==> src/rtl/i2s_pfifo_if.sv <==
// i2s_pfifo_if: sample-port bundle between a FIFO user (master) and the FIFO (slave)
interface i2s_pfifo_if #(
  parameter int DW = 32,
  parameter int AW = 4
);
  logic          wen;
  logic [DW-1:0] wdt;
  logic          ren;
  logic [DW-1:0] rdt;
  logic          rvalid;
  logic [AW:0]   level;
  logic [AW:0]   space;
  logic          full;
  logic          empty;
  logic [AW:0]   af_th;
  logic [AW:0]   ae_th;
  logic          afull;
  logic          aempty;
  logic          clr_err;
  logic          ovf;
  logic          udf;
  modport master (
    output wen, wdt, ren, af_th, ae_th, clr_err,
    input  rdt, rvalid, level, space, full, empty, afull, aempty, ovf, udf
  );
  modport slave (
    input  wen, wdt, ren, af_th, ae_th, clr_err,
    output rdt, rvalid, level, space, full, empty, afull, aempty, ovf, udf
  );
endinterface

==> src/rtl/i2s_pfifo.sv <==
// i2s_pfifo: single-clock sample FIFO with FWFT option, level/space, thresholds, sticky ovf/udf
// Ports: clk, rst (async active-high), bus (i2s_pfifo_if.slave: write/read handshake, status, thresholds, errors)
module i2s_pfifo #(
  parameter int DW   = 32,
  parameter int AW   = 4,
  parameter bit FWFT = 1'b0
) (
  input logic        clk,
  input logic        rst,
  i2s_pfifo_if.slave bus
);
  localparam int DEPTH = 1 << AW;
  logic [AW-1:0] wp_q, wp_d, rp_q, rp_d;
  logic [AW:0]   level_q, level_d;
  logic          ovf_q, ovf_d, udf_q, udf_d;
  logic [DW-1:0] mem [DEPTH];
  logic          full, empty, wa, ra;
  // status decodes from the level register only, so pointer equality never matters
  assign full   = level_q == (AW+1)'(DEPTH);
  assign empty  = level_q == '0;
  assign wa     = bus.wen && !full;
  assign ra     = bus.ren && !empty;
  assign bus.full   = full;
  assign bus.empty  = empty;
  assign bus.level  = level_q;
  assign bus.space  = (AW+1)'(DEPTH) - level_q;
  assign bus.afull  = level_q >= bus.af_th;
  assign bus.aempty = level_q <= bus.ae_th;
  assign bus.ovf    = ovf_q;
  assign bus.udf    = udf_q;
  always_comb begin
    wp_d    = wa ? wp_q + 1'b1 : wp_q;
    rp_d    = ra ? rp_q + 1'b1 : rp_q;
    level_d = (wa && !ra) ? level_q + 1'b1 : (ra && !wa) ? level_q - 1'b1 : level_q;
    ovf_d   = (bus.wen && full) || (ovf_q && !bus.clr_err);
    udf_d   = (bus.ren && empty) || (udf_q && !bus.clr_err);
  end
  always_ff @(posedge clk or posedge rst)
    if (rst) begin
      wp_q    <= '0;
      rp_q    <= '0;
      level_q <= '0;
      ovf_q   <= 1'b0;
      udf_q   <= 1'b0;
    end else begin
      wp_q    <= wp_d;
      rp_q    <= rp_d;
      level_q <= level_d;
      ovf_q   <= ovf_d;
      udf_q   <= udf_d;
    end
  always_ff @(posedge clk)
    if (wa) mem[wp_q] <= bus.wdt;
  if (FWFT) begin : g_fwft
    // head word is presented as soon as it is stored; level reset zeroes rdt asynchronously
    assign bus.rdt    = empty ? '0 : mem[rp_q];
    assign bus.rvalid = !empty;
  end else begin : g_reg
    logic [DW-1:0] rdt_q, rdt_d;
    logic          rvalid_q, rvalid_d;
    always_comb begin
      rdt_d    = ra ? mem[rp_q] : rdt_q;
      rvalid_d = ra;
    end
    always_ff @(posedge clk or posedge rst)
      if (rst) begin
        rdt_q    <= '0;
        rvalid_q <= 1'b0;
      end else begin
        rdt_q    <= rdt_d;
        rvalid_q <= rvalid_d;
      end
    assign bus.rdt    = rdt_q;
    assign bus.rvalid = rvalid_q;
  end
endmodule

==> src/flat_wrapper.sv <==
// flat-port wrapper written by rule: the top's interface ports become plain ports
module i2s_pfifo_flat 
#(
  parameter int DW   = 32,
  parameter int AW   = 4,
  parameter bit FWFT = 1'b0
)
  (clk, rst, bus_wen, bus_wdt, bus_ren, bus_af_th, bus_ae_th, bus_clr_err, bus_rdt, bus_rvalid, bus_level, bus_space, bus_full, bus_empty, bus_afull, bus_aempty, bus_ovf, bus_udf);
  i2s_pfifo_if #(.DW(DW), .AW(AW)) bus_i ();
  input logic clk;
  input logic rst;
  input wire logic [$bits(bus_i.wen)-1:0] bus_wen;
  input wire logic [$bits(bus_i.wdt)-1:0] bus_wdt;
  input wire logic [$bits(bus_i.ren)-1:0] bus_ren;
  input wire logic [$bits(bus_i.af_th)-1:0] bus_af_th;
  input wire logic [$bits(bus_i.ae_th)-1:0] bus_ae_th;
  input wire logic [$bits(bus_i.clr_err)-1:0] bus_clr_err;
  output wire logic [$bits(bus_i.rdt)-1:0] bus_rdt;
  output wire logic [$bits(bus_i.rvalid)-1:0] bus_rvalid;
  output wire logic [$bits(bus_i.level)-1:0] bus_level;
  output wire logic [$bits(bus_i.space)-1:0] bus_space;
  output wire logic [$bits(bus_i.full)-1:0] bus_full;
  output wire logic [$bits(bus_i.empty)-1:0] bus_empty;
  output wire logic [$bits(bus_i.afull)-1:0] bus_afull;
  output wire logic [$bits(bus_i.aempty)-1:0] bus_aempty;
  output wire logic [$bits(bus_i.ovf)-1:0] bus_ovf;
  output wire logic [$bits(bus_i.udf)-1:0] bus_udf;
  assign bus_i.wen = bus_wen;
  assign bus_i.wdt = bus_wdt;
  assign bus_i.ren = bus_ren;
  assign bus_i.af_th = bus_af_th;
  assign bus_i.ae_th = bus_ae_th;
  assign bus_i.clr_err = bus_clr_err;
  assign bus_rdt = bus_i.rdt;
  assign bus_rvalid = bus_i.rvalid;
  assign bus_level = bus_i.level;
  assign bus_space = bus_i.space;
  assign bus_full = bus_i.full;
  assign bus_empty = bus_i.empty;
  assign bus_afull = bus_i.afull;
  assign bus_aempty = bus_i.aempty;
  assign bus_ovf = bus_i.ovf;
  assign bus_udf = bus_i.udf;
  i2s_pfifo #(.DW(DW), .AW(AW), .FWFT(FWFT)) u_core (.clk(clk), .rst(rst), .bus(bus_i));
endmodule
==> config.mk <==
export PLATFORM = sky130hd
export DESIGN_NAME = i2s_pfifo_flat
export DESIGN_NICKNAME = d
export VERILOG_FILES = /design/src/rtl/i2s_pfifo_if.sv /design/src/rtl/i2s_pfifo.sv /design/src/flat_wrapper.sv
export SDC_FILE = /design/constraint.sdc
export NUM_CORES = 1
export LEC_CHECK = 0
export ABC_AREA = 1
export BUFFER_PORTS_ARGS = -buffer_cell sky130_fd_sc_hd__clkbuf_2
export CAP_MARGIN = 20
export CORE_MARGIN = 2
export CORE_UTILIZATION = 55
export DETAILED_ROUTE_END_ITERATION = 8
export HOLD_SLACK_MARGIN = 0.12
export PLACE_DENSITY = 0.78
export SLEW_MARGIN = 20
export SYNTH_ARGS = -nofsm -noshare
export SYNTH_HDL_FRONTEND = slang
export SYNTH_SLANG_ARGS = --single-unit
==> constraint.sdc <==
create_clock -name clk -period 4.6 [get_ports clk]
set_input_delay 0.92 -clock clk [delete_from_list [all_inputs] [get_ports clk]]
set_output_delay 0.92 -clock clk [all_outputs]
set_load 0.05 [all_outputs]
==> results.json <==
{
  "routed_wl_um": 54400,
  "port_buffers": 95,
  "row_count": 74,
  "met1_usage_pct": 33.0,
  "synthDistinctLibCells": 29,
  "synth_area_um2": 22900,
  "peakVddDrop_mv": 0.405,
  "post-route-period-util_pct": 73.3,
  "dr_total_vias": 15074,
  "ys.flop_type": "edfxtp_1",
  "tns_ps": 0,
  "drive_gt1_share_pct": 10.5,
  "hold_viol_final": 0,
  "synth_top_area_share_pct": 67.0,
  "cp_data_required_time_ps": 4790,
  "coreArea_um2": 41000,
  "post_dp_cell_area_um2": 23600,
  "design_area_um2": 25500,
  "synth_top_area_cell": "edfxtp_1",
  "grt_use_met2_pct": 42.3,
  "clock_skew_ps": 25.2,
  "synthCells": 1955,
  "grt_pass1_wl_um": 83800,
  "first_global_vias": 14851,
  "track_usage_pct": 25.0,
  "cp_slowest_cell": "nor2_4",
  "p_per_area_nw_per_um2": 659,
  "grt_use_met3_pct": 3.65,
  "start_kind": "flip-flop",
  "clockBufferDepth": 3,
  "synth.top_cells.by_count": "nand2_1 (796), edfxtp_1 (512), nand3_1 (361)",
  "cp_top_family": "simple AND/OR/NAND/NOR gates",
  "io_pins": 96,
  "first_pass_iters": 6,
  "seq_area_frac_synth_pct": 72.3,
  "wire_per_inst_um": 21.0,
  "async_reset_ff_share_pct": 8.57,
  "yosysMostFrequentCell": "nand2_1",
  "overflow": 0,
  "critPathCaptureType": "flip-flop",
  "htreeDepth": 2,
  "routabilityCongestion": 0.850,
  "p_leak_nw": 9.82,
  "synth-seq-cells": 560,
  "slew_headroom_pct": 25.8,
  "arrival_ps": 3560,
  "die_area_um2": 43400,
  "die_w_um": 208,
  "grt_setup_unrepaired": "no",
  "clkLatencyLatePin_ps": 590,
  "cts_tree": "built",
  "clk_pin_slew_ps": 60,
  "finalCriticalPeriod_ps": 3370,
  "drc": 0,
  "yosys_warnings": 0,
  "cts_resized": 0,
  "grt_max_degree": 170,
  "worstPathBufferInverterCount": 1,
  "fin_nets": 2090,
  "drt_iter0_drc": 2030,
  "drv_slew": 0,
  "crit_type": "reg2reg",
  "hold_class": "in2async",
  "max_stage_delay_ps": 930,
  "postCtsSetupRepairBufs": 0,
  "status": "complete, no violations",
  "synth_edf_count": 512,
  "area.growth.synth_to_final_pct": 11.2,
  "root_buffer": "clkbuf_16",
  "synth_nets": 2025,
  "diodes": 0,
  "path_cells": "inv_1, ha_1, nand2_1, nor2_1, ha_1, nor2_2, nand2_1, nor2_4",
  "cap_violations": 0,
  "path_max_fanout": 32,
  "cts_buffers": 52,
  "postRouteAntennaNets": 0,
  "design_power_total_mw": 16.8,
  "worstMarginPinSlew_ps": 1110,
  "hpwl_um": 30400,
  "synth_area_leaders": "edfxtp_1 (67%), nand2_1 (13%), nand3_1 (7.9%)",
  "numClockSinks": 560,
  "antenna_found_initial": 0,
  "synth.avg_cell_area_um2": 11.7,
  "setup_viol": 0,
  "start_util_pct": 55.9,
  "max_freq_ghz": 0.297,
  "top_usage_layer": "met2",
  "holdBufCountCts": 0,
  "die_h_um": 208,
  "drt-vias-per-instance": 5.81
}
-- final cells by class --
class                           instances  area (µm²)
Clock buffer                           81        1460
Clock inverter                         17         141
Multi-Input combinational cell       1251        5610
Fill cell                            2973       15500
Tap cell                              532         666
Inverter                               34         134
Timing Repair Buffer                  121         906
Sequential cell                       560       16600
-- sequential cells by signal, indices dropped and copies added, names as in the netlist --
name and flops:
u_core.mem 512, u_core.bus.rdt 32, u_core.bus.level 5, u_core.rp_q 4
u_core.wp_q 4, u_core.bus.ovf 1, u_core.bus.rvalid 1, u_core.bus.udf 1
-- kinds of logic (layout without fill, tap and decap cells) --
logic type / Yosys count / after routing / synth area share, %
and+or+nand+nor: 1181 / 1181 / 21.3
DFF: 560 / 560 / 72.3
AOI/OAI and AO/OA: 36 / 36 / 0.862
adders and majority gates: 23 / 23 / 1.29
xor gates and xnor gates: 11 / 11 / 0.420
buffers and inverters: 144 / 253 / 3.82
-- path summary, 6_finish.rpt --
| kind | cells after the start | slack, ps | endpoint | start |
|---|---|---|---|---|
| setup / recovery | 8 | 1230 | u_core.mem[7][2] | u_core.bus.level[0] |
| hold / removal | 2 | 430 | u_core.bus.rdt[4] | rst |
| setup reg to reg | 8 | 1230 | u_core.mem[7][2] | u_core.bus.level[0] |
| hold reg to reg | 2 | 480 | u_core.bus.rdt[30] | u_core.bus.rdt[30] |
| max in group asynchronous | 3 | 3380 | u_core.rp_q[1] | rst |
| min in group clk | 2 | 480 | u_core.bus.rdt[30] | u_core.bus.rdt[30] |
-- metal layers --
layer	up-vias	part of all wire [%]	wire, µm
met1	7282	39	21100
met5	-	0	0
met4	0	2.7	1480
met2	802	50	27200
li1	6876	-	-
met3	114	8.5	4650
-- power by group --
part / leakage, nW / internal (mW) / switching (mW)
combinational: 3.82 / 1.58 / 4.53
sequential: 5.21 / 6.22 / 0.389
clock: 0.783 / 2.30 / 1.78
total: 9.82 / 10.1 / 6.70
-- cell usage in the layout (no fill, tap or decap) --
cell type / count
clkbuf_16: 53
o22a_1: 1
o21ai_0: 6
clkbuf_8: 3
o21bai_1: 1
a21o_1: 1
nand4_1: 2
clkbuf_1: 25
a21oi_1: 23
inv_6: 3
dfrtp_1: 45
nand3_1: 361
nor2_2: 2
dfrtp_2: 1
dfrtp_4: 2
edfxtp_1: 512
nor2_4: 17
xnor2_1: 2
o21a_1: 1
ha_1: 22
buf_12: 6
o22ai_1: 2
clkinv_4: 1
clkbuf_2: 95
clkinv_2: 9
o311ai_0: 1
nor2_1: 3
buf_4: 12
fa_1: 1
clkinv_1: 5
inv_1: 29
nand2_1: 796
inv_2: 2
buf_16: 8
bufinv_16: 2
xor2_1: 9
-- stage by stage --
stage	util [%]	setup WS, ps	std cells	hold slack [ps]
detailed placement	57.7	1250	2488	464
floorplan	-	524	1955	512
finish	62.2	1230	2596	431
CTS	61.6	1220	2586	430
global route	62.2	1020	2596	470
global placement	57.6	1340	2487	465
(Power assumes the default switching activity.)
